`src/rtl/pipeline_hazard_scheduler_pkg.sv`:
```
// Shared types and constants for the pipeline hazard scheduler.
// Imported by the scheduler top and its sub-modules.
package pipeline_hazard_scheduler_pkg;

    typedef enum logic [1:0] {
        RUN      = 2'b00,
        IRQ_HOLD = 2'b01,
        HALTED   = 2'b10
    } state_t;

    localparam logic [1:0] PC_SEL_SEQ  = 2'b00;
    localparam logic [1:0] PC_SEL_BR   = 2'b01;
    localparam logic [1:0] PC_SEL_IRQ  = 2'b10;
    localparam logic [1:0] PC_SEL_TRAP = 2'b11;

endpackage

```
`src/rtl/pipeline_hazard_scheduler_if.sv`:
```
// Event inputs and pipeline control outputs of the scheduler.
// master = scheduler side, slave = pipeline side.
interface pipeline_hazard_scheduler_if #(
    parameter int CNT_W = 16
);
    logic             load_use_stall;
    logic             branch_taken_ex;
    logic             mem_req;
    logic             mem_ready;
    logic             irq;
    logic             irq_enable;
    logic             halt_id;
    logic             pc_write;
    logic [1:0]       pc_sel;
    logic             if_id_write;
    logic             id_ex_write;
    logic             ex_mem_write;
    logic             if_id_flush;
    logic             id_ex_flush;
    logic             ex_mem_flush;
    logic             irq_ack;
    logic             bus_error;
    logic             halted;
    logic [CNT_W-1:0] stall_cycles;

    modport master (
        input  load_use_stall, branch_taken_ex, mem_req, mem_ready,
        input  irq, irq_enable, halt_id,
        output pc_write, pc_sel, if_id_write, id_ex_write, ex_mem_write,
        output if_id_flush, id_ex_flush, ex_mem_flush,
        output irq_ack, bus_error, halted, stall_cycles
    );

    modport slave (
        output load_use_stall, branch_taken_ex, mem_req, mem_ready,
        output irq, irq_enable, halt_id,
        input  pc_write, pc_sel, if_id_write, id_ex_write, ex_mem_write,
        input  if_id_flush, id_ex_flush, ex_mem_flush,
        input  irq_ack, bus_error, halted, stall_cycles
    );

endinterface

```
`src/rtl/pipeline_hazard_scheduler_sat_counter.sv`:
```
// Saturating up-counter with increment enable.
// Sticks at all-ones instead of wrapping.
module sat_counter #(
    parameter int W = 16
) (
    input  logic         clk,
    input  logic         rst_n,
    input  logic         inc,
    output logic [W-1:0] count
);

    // count up on inc, hold once every bit is set
    always_ff @(posedge clk) begin
        if (!rst_n) begin
            count <= '0;
        end else if (inc && (count != '1)) begin
            count <= count + 1'b1;
        end
    end

endmodule

```
`src/rtl/pipeline_hazard_scheduler.sv`:
```
// Central stall/flush sequencer for the 5-stage pipeline.
// Mealy controls from state + events; holdoff/halt FSM inline.
module pipeline_hazard_scheduler
    import pipeline_hazard_scheduler_pkg::*;
#(
    parameter int MEM_TIMEOUT = 16,
    parameter int IRQ_HOLDOFF = 4,
    parameter int CNT_W       = 16
) (
    input logic                        clk,
    input logic                        rst_n,
    pipeline_hazard_scheduler_if.master bus
);

    localparam int WAIT_W = $clog2(MEM_TIMEOUT);
    localparam int HOLD_W = (IRQ_HOLDOFF > 1) ? $clog2(IRQ_HOLDOFF) : 1;
    localparam logic [WAIT_W-1:0] WAIT_LAST = WAIT_W'(MEM_TIMEOUT - 1);
    localparam logic [HOLD_W-1:0] HOLD_LOAD = HOLD_W'(IRQ_HOLDOFF - 1);

    state_t            state, state_nxt;
    logic [WAIT_W-1:0] wait_cnt, wait_nxt;
    logic [HOLD_W-1:0] hold_cnt, hold_nxt;

    logic       freeze, timeout, irq_ok;
    logic       pc_write, if_id_write, id_ex_write, ex_mem_write;
    logic       if_id_flush, id_ex_flush, ex_mem_flush;
    logic       irq_ack, bus_error, halted;
    logic [1:0] pc_sel;
    logic       stall_inc;

    assign freeze  = bus.mem_req && !bus.mem_ready;
    assign timeout = freeze && (wait_cnt == WAIT_LAST);
    assign irq_ok  = bus.irq && bus.irq_enable && (state != IRQ_HOLD);

    // state, memory-wait and holdoff registers
    always_ff @(posedge clk) begin
        if (!rst_n) begin
            state    <= RUN;
            wait_cnt <= '0;
            hold_cnt <= '0;
        end else begin
            state    <= state_nxt;
            wait_cnt <= wait_nxt;
            hold_cnt <= hold_nxt;
        end
    end

    // prioritised event merge into enables, flushes and next state
    always_comb begin
        pc_write     = 1'b1;
        if_id_write  = 1'b1;
        id_ex_write  = 1'b1;
        ex_mem_write = 1'b1;
        if_id_flush  = 1'b0;
        id_ex_flush  = 1'b0;
        ex_mem_flush = 1'b0;
        pc_sel       = PC_SEL_SEQ;
        irq_ack      = 1'b0;
        bus_error    = 1'b0;
        halted       = (state == HALTED);
        state_nxt    = state;
        wait_nxt     = '0;
        hold_nxt     = hold_cnt;

        // holdoff only runs down while the pipe is moving
        if ((state == IRQ_HOLD) && !freeze) begin
            if (hold_cnt == '0) begin
                state_nxt = RUN;
            end else begin
                hold_nxt = hold_cnt - 1'b1;
            end
        end

        if (timeout) begin
            bus_error    = 1'b1;
            pc_sel       = PC_SEL_TRAP;
            if_id_flush  = 1'b1;
            id_ex_flush  = 1'b1;
            ex_mem_flush = 1'b1;
            state_nxt    = IRQ_HOLD;
            hold_nxt     = HOLD_LOAD;
        end else if (freeze) begin
            pc_write     = 1'b0;
            if_id_write  = 1'b0;
            id_ex_write  = 1'b0;
            ex_mem_write = 1'b0;
            wait_nxt     = wait_cnt + 1'b1;
        end else if (irq_ok) begin
            irq_ack     = 1'b1;
            pc_sel      = PC_SEL_IRQ;
            if_id_flush = 1'b1;
            id_ex_flush = 1'b1;
            state_nxt   = IRQ_HOLD;
            hold_nxt    = HOLD_LOAD;
        end else if (state == HALTED) begin
            pc_write    = 1'b0;
            if_id_write = 1'b0;
            id_ex_flush = 1'b1;
        end else if (bus.branch_taken_ex) begin
            pc_sel      = PC_SEL_BR;
            if_id_flush = 1'b1;
            id_ex_flush = 1'b1;
        end else if (bus.load_use_stall) begin
            pc_write    = 1'b0;
            if_id_write = 1'b0;
            id_ex_flush = 1'b1;
        end else if (bus.halt_id && (state == RUN)) begin
            pc_write    = 1'b0;
            if_id_write = 1'b0;
            id_ex_flush = 1'b1;
            state_nxt   = HALTED;
        end

        if (!rst_n) begin
            pc_write     = 1'b0;
            if_id_write  = 1'b0;
            id_ex_write  = 1'b0;
            ex_mem_write = 1'b0;
            if_id_flush  = 1'b0;
            id_ex_flush  = 1'b0;
            ex_mem_flush = 1'b0;
            pc_sel       = PC_SEL_SEQ;
            irq_ack      = 1'b0;
            bus_error    = 1'b0;
            halted       = 1'b0;
        end
    end

    assign stall_inc = !pc_write && (state != HALTED);

    sat_counter #(
        .W(CNT_W)
    ) u_stall_cnt (
        .clk   (clk),
        .rst_n (rst_n),
        .inc   (stall_inc),
        .count (bus.stall_cycles)
    );

    assign bus.pc_write     = pc_write;
    assign bus.pc_sel       = pc_sel;
    assign bus.if_id_write  = if_id_write;
    assign bus.id_ex_write  = id_ex_write;
    assign bus.ex_mem_write = ex_mem_write;
    assign bus.if_id_flush  = if_id_flush;
    assign bus.id_ex_flush  = id_ex_flush;
    assign bus.ex_mem_flush = ex_mem_flush;
    assign bus.irq_ack      = irq_ack;
    assign bus.bus_error    = bus_error;
    assign bus.halted       = halted;

endmodule

```
`src/flat_wrapper.sv`:
```
// flat-port wrapper written by rule: the top's interface ports become plain ports
module pipeline_hazard_scheduler_flat import pipeline_hazard_scheduler_pkg::*;
#(
    parameter int MEM_TIMEOUT = 16,
    parameter int IRQ_HOLDOFF = 4,
    parameter int CNT_W       = 16
)
  (clk, rst_n, bus_load_use_stall, bus_branch_taken_ex, bus_mem_req, bus_mem_ready, bus_irq, bus_irq_enable, bus_halt_id, bus_pc_write, bus_pc_sel, bus_if_id_write, bus_id_ex_write, bus_ex_mem_write, bus_if_id_flush, bus_id_ex_flush, bus_ex_mem_flush, bus_irq_ack, bus_bus_error, bus_halted, bus_stall_cycles);
  pipeline_hazard_scheduler_if #(.CNT_W(CNT_W)) bus_i ();
  input logic clk;
  input logic rst_n;
  input wire logic [$bits(bus_i.load_use_stall)-1:0] bus_load_use_stall;
  input wire logic [$bits(bus_i.branch_taken_ex)-1:0] bus_branch_taken_ex;
  input wire logic [$bits(bus_i.mem_req)-1:0] bus_mem_req;
  input wire logic [$bits(bus_i.mem_ready)-1:0] bus_mem_ready;
  input wire logic [$bits(bus_i.irq)-1:0] bus_irq;
  input wire logic [$bits(bus_i.irq_enable)-1:0] bus_irq_enable;
  input wire logic [$bits(bus_i.halt_id)-1:0] bus_halt_id;
  output wire logic [$bits(bus_i.pc_write)-1:0] bus_pc_write;
  output wire logic [$bits(bus_i.pc_sel)-1:0] bus_pc_sel;
  output wire logic [$bits(bus_i.if_id_write)-1:0] bus_if_id_write;
  output wire logic [$bits(bus_i.id_ex_write)-1:0] bus_id_ex_write;
  output wire logic [$bits(bus_i.ex_mem_write)-1:0] bus_ex_mem_write;
  output wire logic [$bits(bus_i.if_id_flush)-1:0] bus_if_id_flush;
  output wire logic [$bits(bus_i.id_ex_flush)-1:0] bus_id_ex_flush;
  output wire logic [$bits(bus_i.ex_mem_flush)-1:0] bus_ex_mem_flush;
  output wire logic [$bits(bus_i.irq_ack)-1:0] bus_irq_ack;
  output wire logic [$bits(bus_i.bus_error)-1:0] bus_bus_error;
  output wire logic [$bits(bus_i.halted)-1:0] bus_halted;
  output wire logic [$bits(bus_i.stall_cycles)-1:0] bus_stall_cycles;
  assign bus_i.load_use_stall = bus_load_use_stall;
  assign bus_i.branch_taken_ex = bus_branch_taken_ex;
  assign bus_i.mem_req = bus_mem_req;
  assign bus_i.mem_ready = bus_mem_ready;
  assign bus_i.irq = bus_irq;
  assign bus_i.irq_enable = bus_irq_enable;
  assign bus_i.halt_id = bus_halt_id;
  assign bus_pc_write = bus_i.pc_write;
  assign bus_pc_sel = bus_i.pc_sel;
  assign bus_if_id_write = bus_i.if_id_write;
  assign bus_id_ex_write = bus_i.id_ex_write;
  assign bus_ex_mem_write = bus_i.ex_mem_write;
  assign bus_if_id_flush = bus_i.if_id_flush;
  assign bus_id_ex_flush = bus_i.id_ex_flush;
  assign bus_ex_mem_flush = bus_i.ex_mem_flush;
  assign bus_irq_ack = bus_i.irq_ack;
  assign bus_bus_error = bus_i.bus_error;
  assign bus_halted = bus_i.halted;
  assign bus_stall_cycles = bus_i.stall_cycles;
  pipeline_hazard_scheduler #(.MEM_TIMEOUT(MEM_TIMEOUT), .IRQ_HOLDOFF(IRQ_HOLDOFF), .CNT_W(CNT_W)) u_core (.clk(clk), .rst_n(rst_n), .bus(bus_i));
endmodule
```
`config.mk`:
```
export PLATFORM = sky130hd
export DESIGN_NAME = pipeline_hazard_scheduler_flat
export DESIGN_NICKNAME = d
export VERILOG_FILES = /design/src/rtl/pipeline_hazard_scheduler_pkg.sv /design/src/rtl/pipeline_hazard_scheduler_if.sv /design/src/rtl/pipeline_hazard_scheduler_sat_counter.sv /design/src/rtl/pipeline_hazard_scheduler.sv /design/src/flat_wrapper.sv
export SDC_FILE = /design/constraint.sdc
export NUM_CORES = 1
export LEC_CHECK = 0
export ABC_AREA = 1
export CAP_MARGIN = 20
export CORE_ASPECT_RATIO = 0.7
export CORE_MARGIN = 2
export CORE_UTILIZATION = 45
export CTS_BUF_LIST = sky130_fd_sc_hd__clkbuf_8 sky130_fd_sc_hd__clkbuf_16
export DETAILED_ROUTE_END_ITERATION = 7
export GPL_TIMING_DRIVEN = 0
export PLACE_DENSITY = 0.81
export SLEW_MARGIN = 10
export SYNTH_ARGS = -nofsm -noshare
export SYNTH_HDL_FRONTEND = slang
export SYNTH_HIERARCHICAL = 1
export SYNTH_SLANG_ARGS = --single-unit
```
`constraint.sdc`:
```
create_clock -name clk -period 2.4 [get_ports clk]
set_input_delay 0.36 -clock clk [delete_from_list [all_inputs] [get_ports clk]]
set_output_delay 0.36 -clock clk [all_outputs]
set_load 0.05 [all_outputs]
```
==> reports/qor.yml, run 1 <==
synthDistinctLibCells: 26
rr_startpoint: "u_core/wait_cnt[0]"
start_util_pct: 47.8
r2r_cells: 13
place_congestion: 0.897
wl_met3_um: 206
m1WireLength_um: 1830
synth_top_family_by_area: "simple AND/OR/NAND/NOR gates"
synth_area_sq_um: 1540
cts_tree: "done"
finalNetCount: 286
whs_ns: 0.324
wl_per_cell_um: 11.0
drt_iter0_drc: 116
cts_sinks: 24
fillers: 292
synth_xor_area_share_pct: 1.14
dp_slack_ns: -0.283
tightest_slew_ns: 0.505
ys.flop_type: "dfxtp_1"
arrival_ns: 1.91
crit_path_start_kind: "primary input"
avgSynthCellArea_sq_um: 6.54
clock_latency_ns: 0.27
synth_top_area_share_pct: 31.3
fin_skew_ns: 0.00499
die_y_um: 52.9
hold_start: "rst_n"
synthTopCellsByArea: "dfxtp_1 31%, nand2_1 15%, nor2_1 12%"
rsz0062_at_grt: "no"
top_layer: "met3"
grt_pass1_vias: 1293
fin_crit_ns: 2.27
grt_first_pass_wirelength_um: 5840
clockBufferDepth: 2
leakagePower_nw: 0.958
syn2layout_area_growth_pct: 29.9
gr-usage-all-layers_pct: 19.2
num_rows: 17
drt_first_pass_iters: 5
fin_ws_ns: 0.130
drv_slew: 0
p_per_area_nw_per_um2: 498
yosys_warnings: 6
synth_top_cell_by_area: "dfxtp_1"
layout-drive-gt1-share_pct: 17.2
synth_seq_cells: 24
wl_met2_um: 1510
drc: 0
io_pins: 37
mostFrequentLayoutCell: "nand2_1"
synthCells: 235
synthArstFlopShare_pct: 0
wl_um: 3540
die_w_um: 73.8
port-buffer-count: 35
drv_cap: 0
antenna_cells: 0
vias: 1524
clk_pin_slew_ns: 0.08
finalSetupViolCount: 0
fmax_mhz: 441
finalHoldViolations: 0
path_max_fanout: 9
final_core_util_pct: 62.1
dieArea_sq_um: 3910
crit_required_ns: 2.04
p_total_mw: 0.994
fp.coreArea_sq_um: 3210
synth.area.mux_share_pct: 0
cts_buffers: 3
routed_via_density: 4.75
ir_drop_mv: 0.362
hold_path_depth: 3
post_synth_fa_ha_maj_area_fraction_pct: 1.63
postCtsHoldBufs: 0
synth_compound_area_share_pct: 5.13
holdCritPathClass: "in -> reg"
antenna_found_initial: 0
period_share_pct: 94.6
cts_root_buffer: "clkbuf_8"
ys_seq_area_share_pct: 31.3
dp_hpwl_um: 2720
ant_nets: 0
synth_edf_count: 0
rr_endpoint: "u_core/u_stall_cnt/count[13]"
r2r_setup_slack_ns: 0.45
status: "finished, final reports clean"
end_kind: "output pin"
relSlewSlack_pct: 66.2
synth_fp_nets: 246
crit_type: "in -> out"
overflow: 0
final_cell_mix: "62 x nand2_1, 48 x nor2_1, 24 x clkdlybuf4s50_1, 24 x dfxtp_1, 23 x inv_1"
holdPathEnd: "u_core/u_stall_cnt/count[8]"
h-tree-depth: 1
post_cts_buffers: 0
synth-simple-area-share_pct: 49.8
grt_max_degree: 15
## synth_stat cells (3+ instances only)
cell type,n
a21oi_1,8
dfxtp_1,24
nand3_1,19
nand2_2,9
nor2_1,48
nor2_4,5
nand2_1,62
inv_2,3
buf_4,5
nor2_2,9
inv_1,23
## final cells by class
| cell class | count | area, sq um | area share [%] |
|---|---|---|---|
| Multi-Input combinational cell | 178 | 887 | 44.5 |
| Sequential cell | 24 | 480 | 24.1 |
| Timing Repair Buffer | 35 | 329 | 16.5 |
| Inverter | 26 | 97.6 | 4.89 |
| Buffer | 7 | 71.3 | 3.57 |
| Tap cell | 47 | 58.8 | 2.95 |
| Clock buffer | 3 | 41.3 | 2.07 |
| Clock inverter | 1 | 30.0 | 1.50 |
## flip-flops by register name (all words and copies together) (netlist names)
register                  flops
u_core/hold_cnt               2
u_core/state                  2
u_core/u_stall_cnt/count     16
u_core/wait_cnt               4
## what timing repair did
action	CTS	global route
endpoints found under the setup margin	10	5
resized for setup	11	8
gates cloned	0	0
## critical path, cell delays in order
cell and delay, ns:
clkdlybuf4s50_1 0.45, inv_1 0.04, nand2_2 0.15, nand2_2 0.11, o21ai_4 0.10, nand2_1 0.11
inv_1 0.06, dlygate4sd2_1 0.52
## report_power, final
group	leakage, nW	switching [mW]	internal (mW)
sequential	0.195	0.0154	0.411
clock	0.0357	0.136	0.223
combinational	0.728	0.135	0.0726
total	0.958	0.287	0.707
## routing by layer
layer	vias up	global-route usage, %
met3	0	4.95
met1	683	28.6
li1	795	-
met5	-	0
met4	0	1.82
met2	46	28.6
## cell families (layout without fill, tap and decap cells)
family                     count (synthesis)  after routing
and+or+nand+nor                          161            161
adders and majority gates                  2              2
AOI/OAI and AO/OA                         13             13
DFF                                       24             24
xor gates and xnor gates                   2              2
buffers and inverters                     33             72
## stage by stage
stage          instances  setup TNS, ns  cell area [sq um]
2_1_floorplan        235              0               1540
3_3_place_gp         317          -1.26               1950
3_5_place_dp         317          -1.37               1950
4_1_cts              321              0               2000
5_1_grt              321              0               2000
6_report             321              0               2000
## how the worst max path moves through the flow
stage                            endpoint  cells past startpoint                from  slack (ns)
final                     bus_if_id_flush                      8       bus_mem_ready        0.13
after detailed placement     bus_pc_write                      9       bus_mem_ready       -0.28
after global routing      bus_if_id_flush                      6  u_core/wait_cnt[0]       0.008
after floorplan           bus_id_ex_flush                      4  u_core/wait_cnt[0]        0.16
after CTS                     bus_irq_ack                      6       bus_mem_ready       0.005
after global placement       bus_pc_write                      9       bus_mem_ready       -0.26
Note: power is estimated with default switching activity, not from simulation.
==> inputs of run 2 (changes only) <==
--- a/config.mk
+++ b/config.mk
@@ -6,7 +6,7 @@
 export NUM_CORES = 1
 export LEC_CHECK = 0
 export ABC_AREA = 1
-export CAP_MARGIN = 20
+export CAP_MARGIN = 0
 export CORE_ASPECT_RATIO = 0.7
 export CORE_MARGIN = 2
 export CORE_UTILIZATION = 45
==> results of run 2 <==
No change in the layout: final DEF, timing and power equal those of run 1.
==> inputs of run 3 (changes only) <==
--- a/config.mk
+++ b/config.mk
@@ -9,11 +9,11 @@
 export CAP_MARGIN = 0
 export CORE_ASPECT_RATIO = 0.7
 export CORE_MARGIN = 2
-export CORE_UTILIZATION = 45
+export CORE_UTILIZATION = 37
 export CTS_BUF_LIST = sky130_fd_sc_hd__clkbuf_8 sky130_fd_sc_hd__clkbuf_16
 export DETAILED_ROUTE_END_ITERATION = 7
 export GPL_TIMING_DRIVEN = 0
-export PLACE_DENSITY = 0.81
+export PLACE_DENSITY = 0.7
 export SLEW_MARGIN = 10
 export SYNTH_ARGS = -nofsm -noshare
 export SYNTH_HDL_FRONTEND = slang
==> reports/qor.yml, run 3 (same netlist as run 1, synthesis figures left out) <==
status: "finished, final reports clean"
final_core_util_pct: 50.7
drv_slew: 0
gr-usage-all-layers_pct: 16.2
crit_path_top_delay_cell: "dlygate4sd2_1"
h-tree-depth: 1
final_cell_mix: "62 x nand2_1, 48 x nor2_1, 24 x clkdlybuf4s50_1, 24 x dfxtp_1, 23 x inv_1"
finalSetupViolCount: 0
postCtsHoldBufs: 0
die_y_um: 57.9
clock_latency_ns: 0.27
fin_crit_ns: 2.29
leakagePower_nw: 0.971
cp_common_cell: "nand2_2"
port-buffer-count: 35
arrival_ns: 1.93
io_pins: 37
fmax_mhz: 436
dp_slack_ns: -0.263
dp_hpwl_um: 2610
grt_max_degree: 14
largest_registers: "u_core/u_stall_cnt/count: 16 flops, u_core/wait_cnt: 4 flops"
end_kind: "output pin"
cts_tree: "done"
p_total_mw: 0.910
fin_ws_ns: 0.107
wl_per_cell_um: 10.3
ant_nets: 0
largest-register: "u_core/u_stall_cnt/count"
routed_via_density: 4.50
fp.coreArea_sq_um: 3950
clk_pin_slew_ns: 0.09
mostFrequentLayoutCell: "nand2_1"
antenna_cells: 0
crit_chain: "clkdlybuf4s50_1 -> inv_1 -> nand2_2 -> nand2_2 -> o21ai_4 -> nand2_1 -> nand2_2 -> dlygate4sd2_1"
drt_first_pass_iters: 4
slowest_delay_ns: 0.53
rsz0062_at_grt: "no"
fin_skew_ns: 0.00665
num_rows: 19
place_congestion: 0.822
antenna_found_initial: 0
grt_first_pass_wirelength_um: 5920
finalNetCount: 286
fin_area_sq_um: 2000
cts_root_buffer: "clkbuf_8"
drv_cap: 0
tightest_slew_ns: 0.502
dieArea_sq_um: 4690
layout-drive-gt1-share_pct: 16.1
grt_pass1_vias: 1273
placed_area_sq_um: 1950
wl_um: 3360
syn2layout_area_growth_pct: 30.1
start_util_pct: 38.9
largest_register_ffs: 16
cts_buffers: 3
drc: 0
vias: 1467
period_share_pct: 95.6
finalHoldViolations: 0
crit_path_start_kind: "primary input"
cts_sinks: 24
p_per_area_nw_per_um2: 455
crit_required_ns: 2.04
tns_ns: 0
die_w_um: 81.0
holdCritPathClass: "in -> reg"
drt_iter0_drc: 92
relSlewSlack_pct: 66.5
overflow: 0
ir_drop_mv: 0.341
clockBufferDepth: 2
crit_type: "in -> out"
fillers: 403
path_max_fanout: 9
==> run 3: changes by cell type in the layout (fill, tap and decap cells not counted), sizes merged <==
cell | before | now
dlymetal6s2s | 1 | 2
clkbuf | 7 | 5
dlygate4sd2 | 5 | 8
clkdlybuf4s15 | 1 | 0
bufinv | 1 | 0
==> run 3: worst max-delay path: cells and delay by family <==
kind / cells / cell delay (ns)
and+or+nand+nor: 4 / 0.45
AOI/OAI and AO/OA: 1 / 0.09
buffers and inverters: 3 / 1.02
==> run 3: path summary, 6_finish.rpt <==
kind | startpoint | endpoint | slack [ns] | depth (start not counted)
hold / removal | rst_n | u_core/u_stall_cnt/count[9] | 0.32 | 3
setup / recovery | bus_mem_ready | bus_if_id_write | 0.11 | 8
hold reg to reg | u_core/wait_cnt[0] | u_core/wait_cnt[0] | 0.45 | 1
setup reg to reg | u_core/wait_cnt[0] | u_core/u_stall_cnt/count[10] | 0.48 | 13
==> run 3: power breakdown <==
group          leakage [nW]  total, mW  switching, mW  internal, mW
Combinational         0.747      0.208          0.134        0.0744
Sequential            0.195      0.426         0.0142         0.411
Clock                0.0288      0.277          0.130         0.147
==> run 3: stage by stage <==
stage	cells	hold WS (ns)
final	326	0.318
after global routing	326	0.316
after CTS	326	0.312
after detailed placement	322	0.448
after global placement	322	0.438
after floorplan	235	0.417
==> run 3: timing repair <==
action | in CTS | in global routing
resized for setup | 9 | 4
buffers inserted | 0 | 0
setup endpoints to repair | 9 | 3
endpoints found under the hold margin | 0 | 0
pin swaps | 0 | 0
gates cloned | 0 | 0
==> run 3: metal layers <==
layer  wire [um]  part of all wire, %  global-route usage, %  up-vias
met5           0                    0                      0        -
met4          27                 0.80                   3.15        0
met3         163                  4.8                   4.52        5
met2        1300                   38                   22.3       26
met1        1880                   56                   25.2      635
li1            -                    -                      -      801
==> run 3: layout make-up <==
type | instances | area, sq um | share of cell area [%]
Buffer | 7 | 71.3 | 3.57
Clock buffer | 4 | 55.1 | 2.75
Inverter | 26 | 97.6 | 4.88
Multi-Input combinational cell | 178 | 887 | 44.4
Sequential cell | 24 | 480 | 24.0
Tap cell | 52 | 65.1 | 3.25
Timing Repair Buffer | 35 | 343 | 17.1
